[config.mk]
export PLATFORM = sky130hd
export DESIGN_NAME = decode_flat
export DESIGN_NICKNAME = d
export VERILOG_FILES = /design/src/rtl/decode_pkg.sv /design/src/rtl/decode_if.sv /design/src/rtl/decode_imm_gen.sv /design/src/rtl/decode.sv /design/src/flat_wrapper.sv
export SDC_FILE = /design/constraint.sdc
export NUM_CORES = 1
export LEC_CHECK = 0
export BUFFER_PORTS_ARGS = -buffer_cell sky130_fd_sc_hd__buf_2
export CAP_MARGIN = 20
export CORE_MARGIN = 2
export CORE_UTILIZATION = 35
export CTS_BUF_LIST = sky130_fd_sc_hd__clkbuf_2
export DETAILED_ROUTE_END_ITERATION = 16
export HOLD_SLACK_MARGIN = 0.05
export PLACE_DENSITY = 0.59
export SLEW_MARGIN = 20
export SYNTH_ARGS = -nofsm -noshare
export SYNTH_HDL_FRONTEND = slang
export SYNTH_SLANG_ARGS = --single-unit
[constraint.sdc]
create_clock -name clk -period 0.8 [get_ports clk]
set_input_delay 0.12 -clock clk [delete_from_list [all_inputs] [get_ports clk]]
set_output_delay 0.12 -clock clk [all_outputs]
set_load 0.05 [all_outputs]
[src/rtl/decode_pkg.sv]
// rtl/decode_pkg.sv - shared constants and types for the RV32I decoder
// Holds XLEN, RV32I major opcodes, funct7 patterns and the format enumeration.
package decode_pkg;

   localparam int XLEN = 32;

   localparam logic [6:0] OP_OP       = 7'b0110011;
   localparam logic [6:0] OP_IMM      = 7'b0010011;
   localparam logic [6:0] OP_LOAD     = 7'b0000011;
   localparam logic [6:0] OP_JALR     = 7'b1100111;
   localparam logic [6:0] OP_SYSTEM   = 7'b1110011;
   localparam logic [6:0] OP_MISC_MEM = 7'b0001111;
   localparam logic [6:0] OP_STORE    = 7'b0100011;
   localparam logic [6:0] OP_BRANCH   = 7'b1100011;
   localparam logic [6:0] OP_LUI      = 7'b0110111;
   localparam logic [6:0] OP_AUIPC    = 7'b0010111;
   localparam logic [6:0] OP_JAL      = 7'b1101111;

   localparam logic [6:0] F7_BASE = 7'b0000000;
   localparam logic [6:0] F7_ALT  = 7'b0100000;

   typedef enum logic [2:0] {
      ITYPE_R       = 3'd0,
      ITYPE_I       = 3'd1,
      ITYPE_S       = 3'd2,
      ITYPE_B       = 3'd3,
      ITYPE_U       = 3'd4,
      ITYPE_J       = 3'd5,
      ITYPE_ILLEGAL = 3'd7
   } itype_e;

endpackage

[src/rtl/decode_if.sv]
// rtl/decode_if.sv - instruction-in / decoded-fields-out bundle for decode
// Ports: inst (to decoder); opcode, rd, funct3, rs1, rs2, funct7, imm, itype,
// reg_write, mem_read, mem_write, branch, jump, illegal (from decoder).
// master = instruction source, slave = decoder.
interface decode_if;
   import decode_pkg::*;

   logic [31:0]     inst;
   logic [6:0]      opcode;
   logic [4:0]      rd;
   logic [2:0]      funct3;
   logic [4:0]      rs1;
   logic [4:0]      rs2;
   logic [6:0]      funct7;
   logic [XLEN-1:0] imm;
   itype_e          itype;
   logic            reg_write;
   logic            mem_read;
   logic            mem_write;
   logic            branch;
   logic            jump;
   logic            illegal;

   modport master (
      output inst,
      input  opcode, rd, funct3, rs1, rs2, funct7, imm, itype,
      input  reg_write, mem_read, mem_write, branch, jump, illegal
   );

   modport slave (
      input  inst,
      output opcode, rd, funct3, rs1, rs2, funct7, imm, itype,
      output reg_write, mem_read, mem_write, branch, jump, illegal
   );

endinterface

[src/rtl/decode_imm_gen.sv]
// rtl/decode_imm_gen.sv - combinational sign-extended immediate builder
// Ports: inst (instruction word), itype (resolved format), imm (immediate).
// R and ILLEGAL formats yield zero.
module imm_gen
   import decode_pkg::*;
#(
   parameter int XLEN = decode_pkg::XLEN
) (
   input  logic [31:0]     inst,
   input  itype_e          itype,
   output logic [XLEN-1:0] imm
);

   // The opcode bits never contribute to an immediate.
   logic unused_opcode_bits;
   assign unused_opcode_bits = ^inst[6:0];

   always_comb begin
      imm = '0;
      case (itype)
         ITYPE_I: imm = {{20{inst[31]}}, inst[31:20]};
         ITYPE_S: imm = {{20{inst[31]}}, inst[31:25], inst[11:7]};
         ITYPE_B: imm = {{19{inst[31]}}, inst[31], inst[7], inst[30:25], inst[11:8], 1'b0};
         ITYPE_U: imm = {inst[31:12], 12'b0};
         ITYPE_J: imm = {{11{inst[31]}}, inst[31], inst[19:12], inst[20], inst[30:21], 1'b0};
         default: imm = '0;
      endcase
   end

endmodule

[src/rtl/decode.sv]
// rtl/decode.sv - RV32I instruction decoder with one registered output stage
// Ports: clk, rst_n (async active-low), bus (decode_if.slave: inst in,
// decoded fields/immediate/format/control flags out). Latency 1, one word per cycle.
module decode
   import decode_pkg::*;
#(
   parameter int XLEN = decode_pkg::XLEN
) (
   input  logic     clk,
   input  logic     rst_n,
   decode_if.slave  bus
);

   logic [6:0]      op;
   logic [2:0]      f3;
   logic [6:0]      f7;
   logic            legal;
   itype_e          itype_c;
   logic            reg_write_c;
   logic            mem_read_c;
   logic            mem_write_c;
   logic            branch_c;
   logic            jump_c;
   logic [XLEN-1:0] imm_c;

   assign op = bus.inst[6:0];
   assign f3 = bus.inst[14:12];
   assign f7 = bus.inst[31:25];

   always_comb begin
      itype_c     = ITYPE_ILLEGAL;
      legal       = 1'b1;
      reg_write_c = 1'b0;
      mem_read_c  = 1'b0;
      mem_write_c = 1'b0;
      branch_c    = 1'b0;
      jump_c      = 1'b0;
      case (op)
         OP_OP: begin
            itype_c     = ITYPE_R;
            reg_write_c = 1'b1;
            // Only SUB (000) and SRA (101) use the alternate funct7.
            if (!((f7 == F7_BASE) ||
                  ((f7 == F7_ALT) && ((f3 == 3'b000) || (f3 == 3'b101)))))
               legal = 1'b0;
         end
         OP_IMM: begin
            itype_c     = ITYPE_I;
            reg_write_c = 1'b1;
            // Shift-immediates reuse the upper immediate bits as funct7.
            if ((f3 == 3'b001) && (f7 != F7_BASE))
               legal = 1'b0;
            if ((f3 == 3'b101) && (f7 != F7_BASE) && (f7 != F7_ALT))
               legal = 1'b0;
         end
         OP_LOAD: begin
            itype_c     = ITYPE_I;
            reg_write_c = 1'b1;
            mem_read_c  = 1'b1;
         end
         OP_JALR: begin
            itype_c     = ITYPE_I;
            reg_write_c = 1'b1;
            jump_c      = 1'b1;
            if (f3 != 3'b000)
               legal = 1'b0;
         end
         OP_SYSTEM, OP_MISC_MEM: begin
            itype_c = ITYPE_I;
         end
         OP_STORE: begin
            itype_c     = ITYPE_S;
            mem_write_c = 1'b1;
         end
         OP_BRANCH: begin
            itype_c  = ITYPE_B;
            branch_c = 1'b1;
            if ((f3 == 3'b010) || (f3 == 3'b011))
               legal = 1'b0;
         end
         OP_LUI, OP_AUIPC: begin
            itype_c     = ITYPE_U;
            reg_write_c = 1'b1;
         end
         OP_JAL: begin
            itype_c     = ITYPE_J;
            reg_write_c = 1'b1;
            jump_c      = 1'b1;
         end
         default: legal = 1'b0;
      endcase

      // An illegal word never drives side effects downstream.
      if (!legal) begin
         itype_c     = ITYPE_ILLEGAL;
         reg_write_c = 1'b0;
         mem_read_c  = 1'b0;
         mem_write_c = 1'b0;
         branch_c    = 1'b0;
         jump_c      = 1'b0;
      end
   end

   // Fed the resolved format so illegal words get a zero immediate.
   imm_gen #(.XLEN(XLEN)) u_imm_gen (
      .inst  (bus.inst),
      .itype (itype_c),
      .imm   (imm_c)
   );

   always_ff @(posedge clk or negedge rst_n) begin
      if (!rst_n) begin
         bus.opcode    <= '0;
         bus.rd        <= '0;
         bus.funct3    <= '0;
         bus.rs1       <= '0;
         bus.rs2       <= '0;
         bus.funct7    <= '0;
         bus.imm       <= '0;
         bus.itype     <= ITYPE_ILLEGAL;
         bus.reg_write <= 1'b0;
         bus.mem_read  <= 1'b0;
         bus.mem_write <= 1'b0;
         bus.branch    <= 1'b0;
         bus.jump      <= 1'b0;
         bus.illegal   <= 1'b0;
      end else begin
         bus.opcode    <= op;
         bus.rd        <= bus.inst[11:7];
         bus.funct3    <= f3;
         bus.rs1       <= bus.inst[19:15];
         bus.rs2       <= bus.inst[24:20];
         bus.funct7    <= f7;
         bus.imm       <= imm_c;
         bus.itype     <= itype_c;
         bus.reg_write <= reg_write_c;
         bus.mem_read  <= mem_read_c;
         bus.mem_write <= mem_write_c;
         bus.branch    <= branch_c;
         bus.jump      <= jump_c;
         bus.illegal   <= ~legal;
      end
   end

endmodule

[src/flat_wrapper.sv]
// flat-port wrapper written by rule: the top's interface ports become plain ports
module decode_flat import decode_pkg::*;
#(
   parameter int XLEN = decode_pkg::XLEN
)
  (clk, rst_n, bus_inst, bus_opcode, bus_rd, bus_funct3, bus_rs1, bus_rs2, bus_funct7, bus_imm, bus_itype, bus_reg_write, bus_mem_read, bus_mem_write, bus_branch, bus_jump, bus_illegal);
  decode_if bus_i ();
  input  logic clk;
  input  logic rst_n;
  input wire logic [$bits(bus_i.inst)-1:0] bus_inst;
  output wire logic [$bits(bus_i.opcode)-1:0] bus_opcode;
  output wire logic [$bits(bus_i.rd)-1:0] bus_rd;
  output wire logic [$bits(bus_i.funct3)-1:0] bus_funct3;
  output wire logic [$bits(bus_i.rs1)-1:0] bus_rs1;
  output wire logic [$bits(bus_i.rs2)-1:0] bus_rs2;
  output wire logic [$bits(bus_i.funct7)-1:0] bus_funct7;
  output wire logic [$bits(bus_i.imm)-1:0] bus_imm;
  output wire logic [$bits(bus_i.itype)-1:0] bus_itype;
  output wire logic [$bits(bus_i.reg_write)-1:0] bus_reg_write;
  output wire logic [$bits(bus_i.mem_read)-1:0] bus_mem_read;
  output wire logic [$bits(bus_i.mem_write)-1:0] bus_mem_write;
  output wire logic [$bits(bus_i.branch)-1:0] bus_branch;
  output wire logic [$bits(bus_i.jump)-1:0] bus_jump;
  output wire logic [$bits(bus_i.illegal)-1:0] bus_illegal;
  assign bus_i.inst = bus_inst;
  assign bus_opcode = bus_i.opcode;
  assign bus_rd = bus_i.rd;
  assign bus_funct3 = bus_i.funct3;
  assign bus_rs1 = bus_i.rs1;
  assign bus_rs2 = bus_i.rs2;
  assign bus_funct7 = bus_i.funct7;
  assign bus_imm = bus_i.imm;
  assign bus_itype = bus_i.itype;
  assign bus_reg_write = bus_i.reg_write;
  assign bus_mem_read = bus_i.mem_read;
  assign bus_mem_write = bus_i.mem_write;
  assign bus_branch = bus_i.branch;
  assign bus_jump = bus_i.jump;
  assign bus_illegal = bus_i.illegal;
  decode #(.XLEN(XLEN)) u_core (.clk(clk), .rst_n(rst_n), .bus(bus_i));
endmodule
# Word level (Yosys, flattened, before mapping)
# Index checks and enable logic that the tools add are counted.
# totals
ff_bits,73
inputBits,34
output_inout_bits,73
word_cells,72
# classes
n_eq_ne,22
muxes,19
bitwise_logic,1
reduce_logical,16
# ops
cell,count
32-bit case mux with 5 select lines,1
7-bit by 6-bit equality test with 1-bit output (second input constant),4
7-bit equality test (second input constant),4
3-bit case mux with 6 select lines,1
1-bit two-way mux,15
7-bit by 5-bit equality test with 1-bit output (second input constant),2
7-bit OR reduction,2
3-bit by 2-bit equality test with 1-bit output (second input constant),4
3-bit equality test (second input constant),3
7-bit by 2-bit equality test with 1-bit output (second input constant),1
7-bit by 4-bit equality test with 1-bit output (second input constant),1
7-bit zero test,1
7-bit by 6-bit != test with 1-bit output (second input constant),1
7-bit nonzero test,1
3-bit by 1-bit equality test with 1-bit output (second input constant),2
1-bit case mux with 5 select lines,1
5-bit OR reduction,1
1-bit logical AND,4
2-bit OR reduction,2
3-bit zero test,1
1-bit logical OR,3
3-bit two-way mux,1
3-bit nonzero test,1
1-bit inverter,1

# Longest topological paths before layout
# Gate-level depths: netlist of run 1.
# logic_depth
depth_word,9
depth_mapped,8
mapped_depth_nobuf,6

# By module
# A second synthesis of run 1 with hierarchy kept.
# unflattened
hier_cells,206
area_unflattened_um2,2738.9
# by_module_without_submodules
module,n_inst,cells_per_inst,area_each_um2,seq_area_each_um2
decode,1,136,2207.1,1830.5
imm_gen,1,70,531.8,0.0

# Worst setup path before layout of run 1
# OpenSTA, ideal clock, no wires.
# synth_path
path_type,input port to flip-flop
startpoint,in bus_inst[26]
endpoint,reg u_core.bus.imm[20]
setup_time_ps,70
arrival_time_ps,1766
t_required_ps,730
slack_ps,-1036
cell_stages,6
n_path_buf,1
path_cell_list,or4_1 o32ai_1 a311oi_1 or4_4 buf_6 nand3_1
# synth_between
elab_chain_cells,8
word_cells_on_any_way,20
cone_classes,eq/ne (7); mux (6); reduce/logical (7)
# synth_rtl
element,line,text
start: declaration,flat_wrapper.sv:10,input wire logic [$bits(bus_i.inst)-1:0] bus_inst;
7-bit nonzero test or 7-bit by 6-bit equality test with 1-bit output (tied branches),"decode.sv:51, decode.sv:53, decode.sv:44",
1-bit logical AND (on tied branches),"decode.sv:51, decode.sv:44, decode.sv:53",
"1-bit two-way mux, or another cell as far along",decode.sv:51,if ((f3 == 3'b001) && (f7 != F7_BASE))
1-bit two-way mux (on tied branches),"decode.sv:53, decode.sv:43",
1-bit case mux with 5 select lines *,decode.sv:38,case (op)
3-bit two-way mux *,decode.sv:94,if (!legal) begin
"3-bit equality test, or another cell as far along",decode_imm_gen.sv:20,case (itype)
32-bit case mux with 5 select lines *,decode_imm_gen.sv:20,
via u_core.imm_c[20],decode.sv:24,logic [XLEN-1:0] imm_c;
end signal: assignment,decode.sv:134,bus.imm <= imm_c;
end: declaration,decode_if.sv:32,"output opcode, rd, funct3, rs1, rs2, funct7, imm, itype,"
# The timed path passes the listed nets; every way through them passes the cells marked *.

# Worst setup path after layout of run 1
# layout_path
startpoint,in bus_inst[26]
endpoint,reg u_core.bus.imm[18]
# The elaborated chain is that of the path after synthesis.

==> out/summary.txt, run 1 <==
Peak supply drop -> 0.000852 V
Number of antenna violations at the first check in global routing -> 0
Post-route design area -> 4800 µm²
Flip-flop and latch count after synthesis -> 73
Bufs on Longest Clock Path -> 2
Number of rows created at floorplan -> 31
Port Buf Inserts -> 106
Remaining routing DRC violations -> 0
Standard cell with the maximum stage delay on the critical path -> sky130_fd_sc_hd__or4_4
Top achievable clock speed -> 694 MHz
Required time reported for the critical path endpoint -> 1.26 ns
Number of instances in the synthesized netlist -> 200
Top post-synthesis cells by area -> sky130_fd_sc_hd__dfrtp_1, sky130_fd_sc_hd__nand2_1, sky130_fd_sc_hd__dfstp_2, sky130_fd_sc_hd__nand3_1, sky130_fd_sc_hd__and2_1
Post-synth top flop -> sky130_fd_sc_hd__dfrtp_1
Total number of vias -> 2303
Clock transition at the register clock pins on the worst setup and hold paths after CTS -> 0.19 ns
Total wirelength of the detailed-routed design -> 7690 µm
Max-cap violations -> 0
Area overhead of the layout relative to synthesis -> 89.3%
Final Hold Viols -> 12
Path category of the worst min-delay check -> primary input to register
Mean post-synth cell area -> 12.7 µm²
Number of nets in the finished design -> 433
DRT Pass-1 Iters -> 4
Number of clock sinks -> 73
Share of flip-flops with an asynchronous set or reset after synthesis -> 100%
Initial cell density of the core -> 35.5%
Commonest non-fill, non-tap cell in the layout -> sky130_fd_sc_hd__buf_6
Cell Chain, Critical Path -> buf_6, or4_4, o32ai_4, a311oi_4, buf_4, or4_4, nand2_1
Min Hold Slack -> -0.280 ns
Root Buffer -> sky130_fd_sc_hd__clkbuf_2
Max-slew headroom -> 68.9%
Synthesis warning total -> 0
Setup slack after layout -> -0.641 ns
Clock tree from TritonCTS -> yes
Placed cell areas -> 3570 µm²
Pwr per Cell Area -> 1680 nW/µm²
Ratio of cells with drive above 1 in the final layout -> 53.7%
Via density per instance -> 4.58
RSZ-0062 raised after global routing -> true
Met2 routed wirelength -> 4010 µm
Final worst-path cycle share -> 180%
Core Region -> 7140 µm²
First-pass GRT wire length -> 12000 µm
Status -> finished with violations
Number of global-route vias before repair -> 2368
Startpoint type of the worst setup path -> primary input
Highest-count cells in the layout ignoring fill and taps -> sky130_fd_sc_hd__buf_6, sky130_fd_sc_hd__dfrtp_1, sky130_fd_sc_hd__buf_4
Area of the die -> 7940 µm²
Violation count after the first detailed-route iteration -> 98
Detailed placer's ending HPWL -> 4670 µm
Tot GR Track Use -> 20.6%
Clock buffer count from CTS -> 9
Cell repeated most along the worst path -> sky130_fd_sc_hd__or4_4
Post-synthesis net count -> 234
Final RePlAce weighted congestion -> 0.803
Routed met1 length -> 3150 µm
Power consumption -> 8.05 mW
Global route total overflow -> 0
Slew of the pin with the lowest slew margin -> 0.463 ns
Number of I/O pins -> 107
CP peak stage delay -> 0.55 ns
Antenna diode count -> 0
Average wire per cell in the routed design -> 15.3 µm
Highest net fanout along the worst path -> 5
Antenna violation net count after detailed routing -> 0
Mapped cell area -> 2530 µm²
Most area-hungry cell type in the Yosys netlist -> sky130_fd_sc_hd__dfrtp_1
Post-synth top area share -> 69.1%
Sequential element share of the synthesized area -> 72.2%
Vertical die dimension -> 89.1 µm
Horizontal die dimension -> 89.1 µm
Setup CP Type -> primary input to register
Pin count of the biggest net entering global routing -> 20
Count of final setup violators -> 112
Max-slew violation count -> 0
Count of cell types in the netlist -> 38
Total leakage power -> 2.41 nW
Violated checks -> hold timing, setup timing
Fill cells -> 574
Setup WS pre-CTS -> -1.23 ns
DP Cell Count -> 447
Arrival time of the worst setup path -> 1.90 ns
Highest layer used for signal routing -> met4
Core utilization of the finished layout -> 67.2%
Clock period minus final worst setup slack -> 1.44 ns
Endpoint kind of the worst setup timing path -> register
Met3 routed WL -> 439 µm
Number of enable flip-flop cells after synthesis -> 0
TNS Setup -> -47.94 ns
Depth of the CTS H-tree -> 3
Non-filler instance count after layout -> 503
-- area by class of cell --
class                   instances  area, µm²  area share, %
multi-input cells             117        820           17.1
clock buffers                  11       55.1           1.15
well taps                      99        124           2.58
clock inverters                 5        104           2.16
inverters                       2       7.51          0.156
flip-flops and latches         73       1830           38.2
repair buffers                196       1860           38.7
-- cell usage after synthesis (2+ instances only) --
cell type / instances
sky130_fd_sc_hd__clkbuf_1: 7
sky130_fd_sc_hd__nand2_1: 36
sky130_fd_sc_hd__buf_6: 2
sky130_fd_sc_hd__o21ai_0: 5
sky130_fd_sc_hd__nor2_1: 9
sky130_fd_sc_hd__nand3_1: 13
sky130_fd_sc_hd__or2_2: 4
sky130_fd_sc_hd__nand3b_1: 2
sky130_fd_sc_hd__inv_1: 2
sky130_fd_sc_hd__nor3_1: 3
sky130_fd_sc_hd__nor2b_1: 4
sky130_fd_sc_hd__dfrtp_1: 70
sky130_fd_sc_hd__dfstp_2: 3
sky130_fd_sc_hd__nand2b_1: 2
sky130_fd_sc_hd__or3_1: 2
sky130_fd_sc_hd__nor4_1: 2
sky130_fd_sc_hd__o32ai_1: 2
sky130_fd_sc_hd__a22oi_1: 5
sky130_fd_sc_hd__mux2i_1: 2
sky130_fd_sc_hd__and2_1: 7
-- metal layers --
layer / up-vias / GRT usage, %
li1: 1084 / -
met1: 1119 / 25.5
met2: 92 / 34.7
met3: 8 / 5.63
met4: 0 / 7.33
met5: - / 0
-- state kept, by name (all words and copies together), names as in the netlist --
name and cells:
u_core.bus.mem_write 1, u_core.bus.reg_write 1, u_core.bus.rs1 5, u_core.bus.jump 1
u_core.bus.rs2 5, u_core.bus.imm 32, u_core.bus.funct7 7, u_core.bus.opcode 7
u_core.bus.mem_read 1, u_core.bus.branch 1, u_core.bus.rd 5, u_core.bus.illegal 1
u_core.bus.itype 3, u_core.bus.funct3 3
-- repair_timing --
| item | CTS | global route |
|---|---|---|
| hold buffers | 29 | 2 |
| endpoints found under the setup margin | 111 | 111 |
| pin swaps | 13 | 7 |
| endpoints found under the hold margin | 142 | 19 |
| cloned | 2 | 0 |
| gates resized for setup | 186 | 14 |
| buffers inserted | 8 | 1 |
-- path summary, 6_finish.rpt --
path                               from                        endpoint  slack, ns  cells past startpoint
min in group asynchronous         rst_n     u_core.bus.imm[1]$_DFF_PN0_      -0.03                      2
worst min-delay path        bus_inst[3]  u_core.bus.opcode[3]$_DFF_PN0_      -0.28                      1
worst max-delay path       bus_inst[26]    u_core.bus.imm[18]$_DFF_PN0_      -0.64                      7
max in group asynchronous         rst_n   u_core.bus.itype[0]$_DFF_PN1_       0.37                      3
-- where the power goes --
part / total, mW / leakage (nW) / switching (mW) / internal [mW]
Combinational: 1.50 / 1.39 / 0.841 / 0.660
Sequential: 3.87 / 0.928 / 0.0572 / 3.81
Clock: 2.68 / 0.0961 / 1.30 / 1.38
-- worst max-delay path: cells and delay by family --
family | cells | cell delay (ns)
compound gates | 2 | 0.41
buf+inv | 2 | 0.25
simple gates | 3 | 1.12
-- logic make-up (layout without fill, tap and decap cells) --
group	count (synthesis)	count (layout)	share of synthesized area [%]
AND/OR/NAND/NOR	90	92	17.9
flip-flops	73	73	72.2
AO/OA/AOI/OAI	22	22	6.22
buffers and inverters	12	214	2.37
multiplexers	3	3	1.23
Power figures use the tool's default switching activity.
==> inputs of run 2 (changes only) <==
--- a/config.mk
+++ b/config.mk
@@ -11,6 +11,7 @@
 export CORE_UTILIZATION = 35
 export CTS_BUF_LIST = sky130_fd_sc_hd__clkbuf_2
 export DETAILED_ROUTE_END_ITERATION = 16
+export GPL_TIMING_DRIVEN = 0
 export HOLD_SLACK_MARGIN = 0.05
 export PLACE_DENSITY = 0.59
 export SLEW_MARGIN = 20
==> out/summary.txt, run 2 (synthesis results as in run 1) <==
Status -> finished with violations
Violated checks -> hold timing, setup timing
Min Hold Slack -> -0.274 ns
Final RePlAce weighted congestion -> 0.871
Setup slack after layout -> -0.615 ns
Initial cell density of the core -> 35.5%
Highest net fanout along the worst path -> 5
Number of antenna violations at the first check in global routing -> 0
Non-filler instance count after layout -> 452
Core Region -> 7140 µm²
Average wire per cell in the routed design -> 15.6 µm
Antenna violation net count after detailed routing -> 0
Placed cell areas -> 3260 µm²
Crit-path leading delay family -> simple AND/OR/NAND/NOR gates
Number of rows created at floorplan -> 31
Number of I/O pins -> 107
Antenna diode count -> 0
Commonest non-fill, non-tap cell in the layout -> sky130_fd_sc_hd__buf_6
CP peak stage delay -> 0.55 ns
Remaining routing DRC violations -> 0
Ratio of cells with drive above 1 in the final layout -> 52.7%
Largest reg by FF count -> u_core.bus.imm
Bufs on Longest Clock Path -> 2
Cell repeated most along the worst path -> sky130_fd_sc_hd__or4_4
Via density per instance -> 4.55
Max reg flops -> 32
Max-slew violation count -> 0
Clock tree from TritonCTS -> yes
DRT Pass-1 Iters -> 4
Combinational share of power -> 17.5%
Peak supply drop -> 0.000860 V
Count of final setup violators -> 111
Fraction of power consumed by sequential logic -> 51.2%
Top Registers -> u_core.bus.imm: 32 flops, u_core.bus.funct7: 7 flops, u_core.bus.opcode: 7 flops
Vertical die dimension -> 89.1 µm
Pin count of the biggest net entering global routing -> 39
First-pass GRT wire length -> 10700 µm
Top achievable clock speed -> 707 MHz
Arrival time of the worst setup path -> 1.87 ns
Clock power frac -> 31.3%
Number of clock sinks -> 73
Endpoint kind of the worst setup timing path -> register
Max-slew headroom -> 53.4%
RSZ-0062 raised after global routing -> true
Post-route design area -> 4440 µm²
Root Buffer -> sky130_fd_sc_hd__clkbuf_2
Max-cap violations -> 0
Clock buffer count from CTS -> 9
Required time reported for the critical path endpoint -> 1.26 ns
Area of the die -> 7940 µm²
Cell Chain, Critical Path -> buf_8, or4_4, o32ai_4, a311oi_2, or4_4, clkbuf_16, nand2_2
Buffers & Inverters on Critical Path -> 2
Standard cell with the maximum stage delay on the critical path -> sky130_fd_sc_hd__or4_4
Path category of the worst min-delay check -> primary input to register
Final Hold Viols -> 14
Depth of the CTS H-tree -> 3
Pwr per Cell Area -> 1700 nW/µm²
DP Cell Count -> 406
Detailed placer's ending HPWL -> 4250 µm
Port Buf Inserts -> 106
Total number of vias -> 2057
Tot GR Track Use -> 18.3%
Switch Pwr -> 2.19 mW
Number of nets in the finished design -> 382
Clock period minus final worst setup slack -> 1.41 ns
Startpoint type of the worst setup path -> primary input
Internal Pwr Total -> 5.37 mW
Total wirelength of the detailed-routed design -> 7050 µm
Total leakage power -> 2.22 nW
Final worst-path cycle share -> 177%
TNS Setup -> -47.02 ns
Number of global-route vias before repair -> 2029
Fraction of power spent switching nets -> 29.0%
Global route total overflow -> 0
Violation count after the first detailed-route iteration -> 49
Slew of the pin with the lowest slew margin -> 0.693 ns
Area overhead of the layout relative to synthesis -> 75.1%
Clock transition at the register clock pins on the worst setup and hold paths after CTS -> 0.19 ns
Horizontal die dimension -> 89.1 µm
Highest-count cells in the layout ignoring fill and taps -> sky130_fd_sc_hd__buf_6, sky130_fd_sc_hd__dfrtp_1, sky130_fd_sc_hd__buf_2
Setup CP Type -> primary input to register
run 2: changes by cell type in the layout (fill, tap and decap cells not counted), moves of 3 or more:
| cell | delta |
|---|---|
| sky130_fd_sc_hd__nand3_2 | +9 |
| sky130_fd_sc_hd__buf_2 | +3 |
| sky130_fd_sc_hd__clkbuf_16 | +3 |
| sky130_fd_sc_hd__nand2_1 | -9 |
| sky130_fd_sc_hd__buf_6 | -5 |
| sky130_fd_sc_hd__buf_4 | -46 |
| sky130_fd_sc_hd__dlygate4sd3_1 | -6 |
| sky130_fd_sc_hd__nand3_1 | -9 |
| sky130_fd_sc_hd__nand2_2 | +9 |
run 2: final cells by class:
cell class / instances / area [µm²]
clock buffer: 9 / 45.0
fill: 591 / 2700
multi-input combinational: 115 / 863
tap: 99 / 124
sequential: 73 / 1830
timing repair buffer: 138 / 1370
clock inverter: 7 / 93.8
buffer: 9 / 101
inverter: 2 / 7.51
run 2: repair_timing:
| action | in CTS | in global routing |
|---|---|---|
| pin swaps | 14 | 3 |
| gates cloned | 1 | 1 |
| hold buffers | 24 | 1 |
| endpoints found under the setup margin | 111 | 111 |
| buffers inserted | 4 | 0 |
| endpoints found under the hold margin | 141 | 18 |
| resized for setup | 191 | 28 |
run 2: worst paths after layout:
kind | startpoint | to | slack [ns] | cells past startpoint
setup / recovery | bus_inst[26] | u_core.bus.imm[18]$_DFF_PN0_ | -0.61 | 7
hold / removal | bus_inst[3] | u_core.bus.opcode[3]$_DFF_PN0_ | -0.27 | 1
max in group asynchronous | rst_n | u_core.bus.itype[2]$_DFF_PN1_ | 0.11 | 3
min in group asynchronous | rst_n | u_core.bus.imm[21]$_DFF_PN0_ | 0.07 | 2
run 2: metal layers:
| layer | global-route usage, % | vias to the layer above | wire (µm) |
|---|---|---|---|
| met3 | 4.89 | 9 | 398 |
| li1 | - | 979 | - |
| met4 | 8.14 | 0 | 111 |
| met1 | 23.9 | 995 | 2980 |
| met2 | 28.8 | 74 | 3560 |
| met5 | 0 | - | 0 |
run 2: power by group through the flow:
| stage | Sequential, mW | Clock [mW] | Combinational [mW] |
|---|---|---|---|
| 2_1_floorplan | 4.33 | 0 | 0.166 |
| 3_3_place_gp | 3.90 | 0 | 0.965 |
| 3_5_place_dp | 3.90 | 0 | 0.982 |
| 4_1_cts | 3.87 | 2.43 | 1.29 |
| 5_1_grt | 3.88 | 2.59 | 1.41 |
| 6_report | 3.87 | 2.37 | 1.33 |
run 2: per-stage QoR:
step | worst slack, ns | util [%] | total power, mW
final | -0.615 | 62.2 | 7.56
after global routing | -0.633 | 62.2 | 7.88
after CTS | -0.603 | 60.5 | 7.59
after detailed placement | -1.25 | 45.6 | 4.88
after global placement | -1.25 | 45.3 | 4.86
after floorplan | -0.913 | - | 4.50
